==> src/rtl/just_pass_pkg.sv <==
// Shared constants, the per-item mode enum and the lane parity helper for the
// just_pass_pipe multi-lane elastic pipeline.
package just_pass_pkg;

  localparam int DATA_WIDTH_DEF = 8;
  localparam int LANES_DEF      = 2;
  localparam int DEPTH_DEF      = 3;
  localparam int CNT_WIDTH_DEF  = 16;

  // Widest lane the parity helper accepts; narrower lanes are zero-extended,
  // which leaves the XOR reduction unchanged.
  localparam int LANE_MAX_W = 64;

  typedef enum logic {
    PASS   = 1'b0,
    INVERT = 1'b1
  } mode_e;

  // Odd parity of one lane: 1 when the lane holds an odd number of ones.
  function automatic logic lane_parity(input logic [LANE_MAX_W-1:0] lane);
    return ^lane;
  endfunction

endpackage

==> src/rtl/just_pass_pipe_if.sv <==
// Upstream and downstream valid/ready handshake of just_pass_pipe.
// The pipeline connects through the slave modport, its driver through master.
interface just_pass_pipe_if
  import just_pass_pkg::*;
#(
  parameter int DATA_WIDTH = DATA_WIDTH_DEF,
  parameter int LANES      = LANES_DEF
);

  logic                        in_valid;
  logic                        in_ready;
  logic                        mode_i;
  logic [LANES*DATA_WIDTH-1:0] data_i;
  logic                        out_valid;
  logic                        out_ready;
  logic [LANES*DATA_WIDTH-1:0] data_o;
  logic [LANES-1:0]            bool_o;

  modport master (
    output in_valid, mode_i, data_i, out_ready,
    input  in_ready, out_valid, data_o, bool_o
  );

  modport slave (
    input  in_valid, mode_i, data_i, out_ready,
    output in_ready, out_valid, data_o, bool_o
  );

endinterface

==> src/rtl/just_pass_stage.sv <==
// One elastic pipeline stage: a {valid, data, parity} register that loads
// from its predecessor whenever it is empty or its own content is leaving.
module just_pass_stage #(
  parameter int W     = 16,
  parameter int LANES = 2
) (
  input  logic             clk,
  input  logic             rst,
  input  logic             up_valid,
  input  logic [W-1:0]     up_data,
  input  logic [LANES-1:0] up_parity,
  input  logic             advance,
  output logic             valid,
  output logic [W-1:0]     data,
  output logic [LANES-1:0] parity,
  output logic             ready
);

  // Room for a new item: nothing held, or the held item leaves this edge.
  assign ready = !valid || advance;

  // Load on ready, hold while stalled; an empty stage keeps its last data.
  always_ff @(posedge clk) begin
    // NOTE: data and parity are reset too, because they are visible on the
    // outputs and must read 0 straight after reset.
    if (rst) begin
      // NOTE: non-blocking assignments so every stage samples its
      // predecessor's pre-edge value and items shift by exactly one stage.
      valid  <= 1'b0;
      data   <= '0;
      parity <= '0;
    end else if (ready) begin
      valid <= up_valid;
      if (up_valid) begin
        data   <= up_data;
        parity <= up_parity;
      end
    end
  end

endmodule

==> src/rtl/just_pass_pipe.sv <==
// Multi-lane elastic pass-through pipeline: optional inversion at entry,
// per-lane parity carried with the data, DEPTH stages with combinational
// ready propagation, registered occupancy and a wrapping transfer counter.
module just_pass_pipe
  import just_pass_pkg::*;
#(
  parameter int DATA_WIDTH = DATA_WIDTH_DEF,
  parameter int LANES      = LANES_DEF,
  parameter int DEPTH      = DEPTH_DEF,
  parameter int CNT_WIDTH  = CNT_WIDTH_DEF,
  localparam int W         = LANES * DATA_WIDTH,
  localparam int OCC_W     = $clog2(DEPTH + 1)
) (
  input  logic                 clk,
  input  logic                 rst,
  just_pass_pipe_if.slave      bus,
  output logic [OCC_W-1:0]     occupancy_o,
  output logic [CNT_WIDTH-1:0] pass_cnt_o
);

  mode_e            mode;
  logic [W-1:0]     entry_data;
  logic [LANES-1:0] entry_parity;
  logic             in_ready;
  logic             in_xfer;
  logic             out_xfer;

  assign mode = mode_e'(bus.mode_i);

  // Transform at entry; parity is taken on the transformed lanes.
  always_comb begin
    entry_data   = (mode == INVERT) ? ~bus.data_i : bus.data_i;
    entry_parity = '0;
    for (int l = 0; l < LANES; l++) begin
      entry_parity[l] = lane_parity(LANE_MAX_W'(entry_data[l*DATA_WIDTH +: DATA_WIDTH]));
    end
  end

  // Each block owns its own handshake nets so the backward ready chain is a
  // plain series of separate signals rather than bits of one vector.
  for (genvar i = 0; i < DEPTH; i++) begin : g_stage
    logic             up_valid;
    logic [W-1:0]     up_data;
    logic [LANES-1:0] up_parity;
    logic             adv;
    logic             valid;
    logic [W-1:0]     data;
    logic [LANES-1:0] parity;
    logic             rdy;

    if (i == 0) begin : g_head
      assign up_valid  = in_xfer;
      assign up_data   = entry_data;
      assign up_parity = entry_parity;
    end else begin : g_body
      assign up_valid  = g_stage[i-1].valid;
      assign up_data   = g_stage[i-1].data;
      assign up_parity = g_stage[i-1].parity;
    end

    if (i == DEPTH - 1) begin : g_tail
      assign adv = bus.out_ready;
    end else begin : g_mid
      assign adv = g_stage[i+1].rdy;
    end

    just_pass_stage #(
      .W     (W),
      .LANES (LANES)
    ) u_stage (
      .clk       (clk),
      .rst       (rst),
      .up_valid  (up_valid),
      .up_data   (up_data),
      .up_parity (up_parity),
      .advance   (adv),
      .valid     (valid),
      .data      (data),
      .parity    (parity),
      .ready     (rdy)
    );
  end

  // Nothing is accepted while reset is asserted, whatever the stages hold.
  assign in_ready      = g_stage[0].rdy && !rst;
  assign in_xfer       = bus.in_valid && in_ready;
  assign bus.in_ready  = in_ready;
  assign bus.out_valid = g_stage[DEPTH-1].valid;
  assign bus.data_o    = g_stage[DEPTH-1].data;
  assign bus.bool_o    = g_stage[DEPTH-1].parity;
  assign out_xfer      = bus.out_valid && bus.out_ready;

  // Occupancy tracks the stage valids; the counter counts output transfers.
  always_ff @(posedge clk) begin
    if (rst) begin
      occupancy_o <= '0;
      pass_cnt_o  <= '0;
    end else begin
      occupancy_o <= occupancy_o + OCC_W'(in_xfer) - OCC_W'(out_xfer);
      if (out_xfer) begin
        pass_cnt_o <= pass_cnt_o + 1'b1;
      end
    end
  end

endmodule
==> src/flat_wrapper.sv <==
// flat-port wrapper written by rule: the top's interface ports become plain ports
module just_pass_pipe_flat import just_pass_pkg::*;
#(
  parameter int DATA_WIDTH = DATA_WIDTH_DEF,
  parameter int LANES      = LANES_DEF,
  parameter int DEPTH      = DEPTH_DEF,
  parameter int CNT_WIDTH  = CNT_WIDTH_DEF,
  localparam int W         = LANES * DATA_WIDTH,
  localparam int OCC_W     = $clog2(DEPTH + 1)
)
  (clk, rst, occupancy_o, pass_cnt_o, bus_in_valid, bus_mode_i, bus_data_i, bus_out_ready, bus_in_ready, bus_out_valid, bus_data_o, bus_bool_o);
  just_pass_pipe_if #(.DATA_WIDTH(DATA_WIDTH), .LANES(LANES)) bus_i ();
  input  logic clk;
  input  logic rst;
  output logic [OCC_W-1:0] occupancy_o;
  output logic [CNT_WIDTH-1:0] pass_cnt_o;
  input wire logic [$bits(bus_i.in_valid)-1:0] bus_in_valid;
  input wire logic [$bits(bus_i.mode_i)-1:0] bus_mode_i;
  input wire logic [$bits(bus_i.data_i)-1:0] bus_data_i;
  input wire logic [$bits(bus_i.out_ready)-1:0] bus_out_ready;
  output wire logic [$bits(bus_i.in_ready)-1:0] bus_in_ready;
  output wire logic [$bits(bus_i.out_valid)-1:0] bus_out_valid;
  output wire logic [$bits(bus_i.data_o)-1:0] bus_data_o;
  output wire logic [$bits(bus_i.bool_o)-1:0] bus_bool_o;
  assign bus_i.in_valid = bus_in_valid;
  assign bus_i.mode_i = bus_mode_i;
  assign bus_i.data_i = bus_data_i;
  assign bus_i.out_ready = bus_out_ready;
  assign bus_in_ready = bus_i.in_ready;
  assign bus_out_valid = bus_i.out_valid;
  assign bus_data_o = bus_i.data_o;
  assign bus_bool_o = bus_i.bool_o;
  just_pass_pipe #(.DATA_WIDTH(DATA_WIDTH), .LANES(LANES), .DEPTH(DEPTH), .CNT_WIDTH(CNT_WIDTH)) u_core (.clk(clk), .rst(rst), .bus(bus_i), .occupancy_o(occupancy_o), .pass_cnt_o(pass_cnt_o));
endmodule
==> config.mk <==
export PLATFORM = sky130hd
export DESIGN_NAME = just_pass_pipe_flat
export DESIGN_NICKNAME = d
export VERILOG_FILES = /design/src/rtl/just_pass_pkg.sv /design/src/rtl/just_pass_pipe_if.sv /design/src/rtl/just_pass_stage.sv /design/src/rtl/just_pass_pipe.sv /design/src/flat_wrapper.sv
export SDC_FILE = /design/constraint.sdc
export NUM_CORES = 1
export LEC_CHECK = 0
export CAP_MARGIN = 20
export CELL_PAD_IN_SITES_DETAIL_PLACEMENT = 0
export CELL_PAD_IN_SITES_GLOBAL_PLACEMENT = 1
export CORE_MARGIN = 4
export CORE_UTILIZATION = 30
export CTS_CLUSTER_DIAMETER = 40
export CTS_CLUSTER_SIZE = 8
export DETAILED_ROUTE_END_ITERATION = 10
export HOLD_SLACK_MARGIN = 0.02
export MAX_ROUTING_LAYER = met4
export PLACE_DENSITY_LB_ADDON = 0.15
export SLEW_MARGIN = 20
export SYNTH_ARGS = -nofsm -noshare
export SYNTH_HDL_FRONTEND = slang
export SYNTH_SLANG_ARGS = --single-unit
==> constraint.sdc <==
create_clock -name clk -period 5.7 [get_ports clk]
set_clock_uncertainty 0.2 [all_clocks]
set_input_delay 1.14 -clock clk [delete_from_list [all_inputs] [get_ports clk]]
set_output_delay 1.14 -clock clk [all_outputs]
set_load 0.05 [all_outputs]
* Word-level counts from Yosys, hierarchy flattened
Index checks and enable logic that the tools add are counted.
Word-level totals: register bits 75, input port bits 21
Operators by class: $add $sub $neg 3, mux-type cells 1, bitwise logic cells 1, reduce and logical (&&, ||, !) cells 15
Operator list (number):
- $reduce_xor 64->1 | 2
- $add 16x1->16 const B | 1
- $mux 16 | 1
- $not 16->16 | 1
- $reduce_and 2->1 | 3
- $logic_not 1->1 | 4
- $logic_and 1x1->1 | 3
- $logic_or 1x1->1 | 3
- $add 2x1->2 | 1
- $sub 2x1->2 | 1

* Depth between registers and ports, before layout
word-level depth 8, mapped depth 7

* Hierarchy
A second synthesis with hierarchy kept.
Second synthesis, totals: cell total of the unflattened synthesis 382, area, all modules 4224.1 sq um
By module, submodules not included:
- just_pass_stage | instances 3, cells each 86, area an instance 1037.2 sq um, sequential area each 380.4 sq um
- just_pass_pipe | instances 1, cells each 124, area an instance 1112.3 sq um, sequential area each 360.3 sq um

* Worst setup path after synthesis
No wires, ideal clock.
kind input to output, start point in bus_out_ready, end point out bus_in_ready, arrival 2.129 ns, setup slack 2.231 ns, stages 3, buffers on the path 1, cell sequence nor2b_1 buf_6 a31oi_1
Between the ends: cells in the longest elaborated chain, start to end 4
Ends and longest elaborated chain:
- from (decl) | RTL line flat_wrapper.sv:20 | input wire logic [$bits(bus_i.out_ready)-1:0] bus_out_ready;
- $logic_or 1x1->1 (3 in series) | RTL line just_pass_stage.sv:20 | assign ready = !valid || advance;
- $logic_and 1x1->1 | RTL line just_pass_pipe.sv:85 | assign in_ready = g_stage[0].rdy && !rst;
- to (decl) | RTL line flat_wrapper.sv:21 | output wire logic [$bits(bus_i.in_ready)-1:0] bus_in_ready;
Every way passes these cells.

* Worst setup path in the final report
Same ends and word-level chain as after synthesis.

==> metrics.md <==
| Metric | Value |
|---|---|
| Status | `finished clean` |
| Hold path depth | `2` |
| Die X | `109 µm` |
| Synth top area share | `0.489` |
| Clk_lat worst skew | `about 0.34 ns` |
| Post-synth EDFFs | `0` |
| Clk Tree Root Cell | `clkbuf_8` |
| Leakage power | `1.29 nW` |
| Post-Place Cells | `527` |
| Vias per cell | `4.45` |
| Final #Nets | `428` |
| Initial cell density of the core | `0.311` |
| Critical path class | `in2out` |
| Synthesized cell area | `0.00307 mm²` |
| Reg area | `0.00150 mm²` |
| Synth Warn # | `0` |
| Routed len/inst | `12.6 µm` |
| Non-filler cells, final | `543` |
| CTS tree | `built` |
| Yosys reg bits | `75` |
| Die Ht | `109 µm` |
| Total CTS buffers | `9` |
| Initial antenna violation count | `0` |
| Number of max-cap violations | `0` |
| Clock network power share | `0.430` |
| Worst setup EP type | `output pin` |
| Core box area | `~0.0099 mm²` |
| Main synth FF type | `dfxtp_1` |
| Setup violations, final | `0` |
| Cts hold-fix bufs | `0` |
| Synth top area cells | `dfxtp_1 (49%), xnor2_1 (9.7%), nand2_1 (9.5%)` |
| Port Buffer Count | `58` |
| Reg power frac | `0.477` |
| Net Sw Frac | `0.239` |
| Largest net degree at the start of global routing | `78` |
| FP Rows | `36` |
| Htree depth | `3` |
| Logic pwr share | `0.093` |
| Net Sw Power | `~0.00028 W` |
| RePlAce Congestion | `0.733` |
| First-pass GRT wire length | `around 11000 µm` |
| Worst VDD drop | `0.138 mV` |
| Antenna Violating Nets Remaining | `0` |
| Period Utilization, post-route | `0.768` |
| CTS Buffer Depth | `2` |
| Clock transition at path regs | `0.08 ns` |
| Final Hold Viols | `0` |
| Most common cell after layout, fill and taps aside | `nand2_1` |
| Synthesized area per cell | `8.56 µm²` |
| Final setup TNS | `0 ns` |
| # diodes | `0` |
| Post-synth cell types | `33` |
| Worst Setup Start Kind | `input port` |
| Power Internal | `roughly 0.0009 W` |
| Fmax | `0.229 GHz` |
| Worst Path Arrival | `3.04 ns` |
| RSZ-0062 raised after global routing | `false` |
| Filler Cells Inserted | `around 1000` |
| Sequential-to-total area share from yosys stat | `0.489` |
| Required time worst endpoint | `roughly 4.4 ns` |
| Cells on worst reg2reg path | `4` |
| Post-CTS sizing | `0` |
| Drt drc | `0` |
| DRT iter0 DRCs | `approximately 150` |
| Routed WL | `~6800 µm` |
| Via count | `between 2000 and 2500` |
| Setup bufs post-CTS | `0` |
| Largest area contributor in the netlist | `dfxtp_1` |
| First-pass iteration count of the detailed router | `4` |
| Most frequent cells in the layout | `nand2_1 (78), dfxtp_1 (75), clkdlybuf4s50_1 (57)` |
| Die area | `about 0.012 mm²` |
| Share of layout cells above drive strength 1 | `0.0561` |
| Pwr per Cell Area | `294 mW/mm²` |
| Number of global-route vias before repair | `roughly 2300` |
| Post-Synthesis Cells | `359` |
| Hold Crit Class | `reg2reg` |
| Area added between synthesis and finish | `29.2%` |
| Final Max Tran Viols | `0` |
| Worst-Margin Slew | `0.879 ns` |
| Total gr overflow | `0` |
| Post-synth ARST share | `0` |
| Final min period | `4.38 ns` |
| Rel. slew slack | `0.412` |
| # clock sinks | `75` |
| # IOs | `59` |
| Worst Path Max Fanout | `9` |
| Multi-input logic area | `around 0.0014 mm²` |
| Total track usage | `0.122` |
| DP Wirelength | `4580 µm` |
| Net Count, Synth | `382` |
==> final timing paths <==
kind / startpoint / endpoint / slack, ns
worst min-delay path: u_core.g_stage[2].u_stage.data[15]$_SDFFE_PP0P_ / u_core.g_stage[2].u_stage.data[15]$_SDFFE_PP0P_ / 0.26
worst min register to register: u_core.g_stage[2].u_stage.data[15]$_SDFFE_PP0P_ / u_core.g_stage[2].u_stage.data[15]$_SDFFE_PP0P_ / 0.26
worst max register to register: u_core.g_stage[2].u_stage.valid$_SDFFE_PP0P_ / u_core.g_stage[2].u_stage.parity[0]$_SDFFE_PP0P_ / 3.58
worst max-delay path: bus_out_ready / bus_in_ready / 1.32
==> per-layer routing <==
metal  vias to the layer above  GRT usage  wire length [µm]
li1                       1288          -                 -
met5                         -          -                 0
met1                      1078      0.174              3690
met3                         8     0.0219               333
met2                        44      0.164              2680
met4                         0     0.0606               122
==> layout make-up <==
type | instances | share of cell area
flip-flops and latches | 75 | 0.378
repair buffers | 60 | 0.149
multi-input cells | 254 | 0.364
well taps | 133 | 0.0419
inverters | 5 | 0.00473
clock inverters | 7 | 0.0312
clock buffers | 9 | 0.0312
==> worst max-delay path: stages <==
cell and delay, ns:
clkdlybuf4s50_1 0.46, nor2b_1 0.53, a31oi_1 0.18, clkdlybuf4s50_1 0.73
==> metrics by stage <==
stage	total power (W)	utilization	area, µm²	setup slack, ns	hold slack (ns)
3_3_place_gp	0.000679	0.377	3710	1.45	0.244
4_1_cts	0.00119	0.402	3970	1.32	0.258
2_1_floorplan	0.000641	-	3070	2.23	0.232
6_report	0.00117	0.402	3970	1.32	0.255
5_1_grt	0.00122	0.402	3970	1.20	0.279
3_5_place_dp	0.000679	0.377	3720	1.31	0.247
==> synth_stat cells, types with 4 or more instances <==
cell,n
inv_1,5
nor2_1,15
o21ai_0,21
nand2_1,78
buf_2,4
dfxtp_1,75
xor2_1,7
xnor2_1,34
a21oi_1,44
nand3b_1,18
clkbuf_1,17
nand4_1,5
==> logic make-up after synthesis <==
family | share of synthesized area
xor+xnor | 0.117
mux | 0.00692
simple gates | 0.212
compound gates | 0.124
buf+inv | 0.0432
flops | 0.489
fa+ha+maj | 0.00815
==> registers in the layout, indices dropped and copies added, names as in the netlist <==
register,cells
u_core.g_stage.u_stage.parity,6
u_core.g_stage.u_stage.valid,3
u_core.occupancy_o,2
u_core.pass_cnt_o,16
u_core.g_stage.u_stage.data,48
==> power by group through the flow <==
| stage | Clock (W) | Combinational [W] | Sequential [W] |
|---|---|---|---|
| floorplan | 0 | 0.0000679 | 0.000574 |
| global placement | 0 | 0.000109 | 0.000570 |
| detailed placement | 0 | 0.000110 | 0.000569 |
| CTS | 0.000519 | 0.000110 | 0.000557 |
| global route | 0.000539 | 0.000120 | 0.000560 |
| finish | 0.000502 | 0.000108 | 0.000557 |
Power figures use the tool's default switching activity.
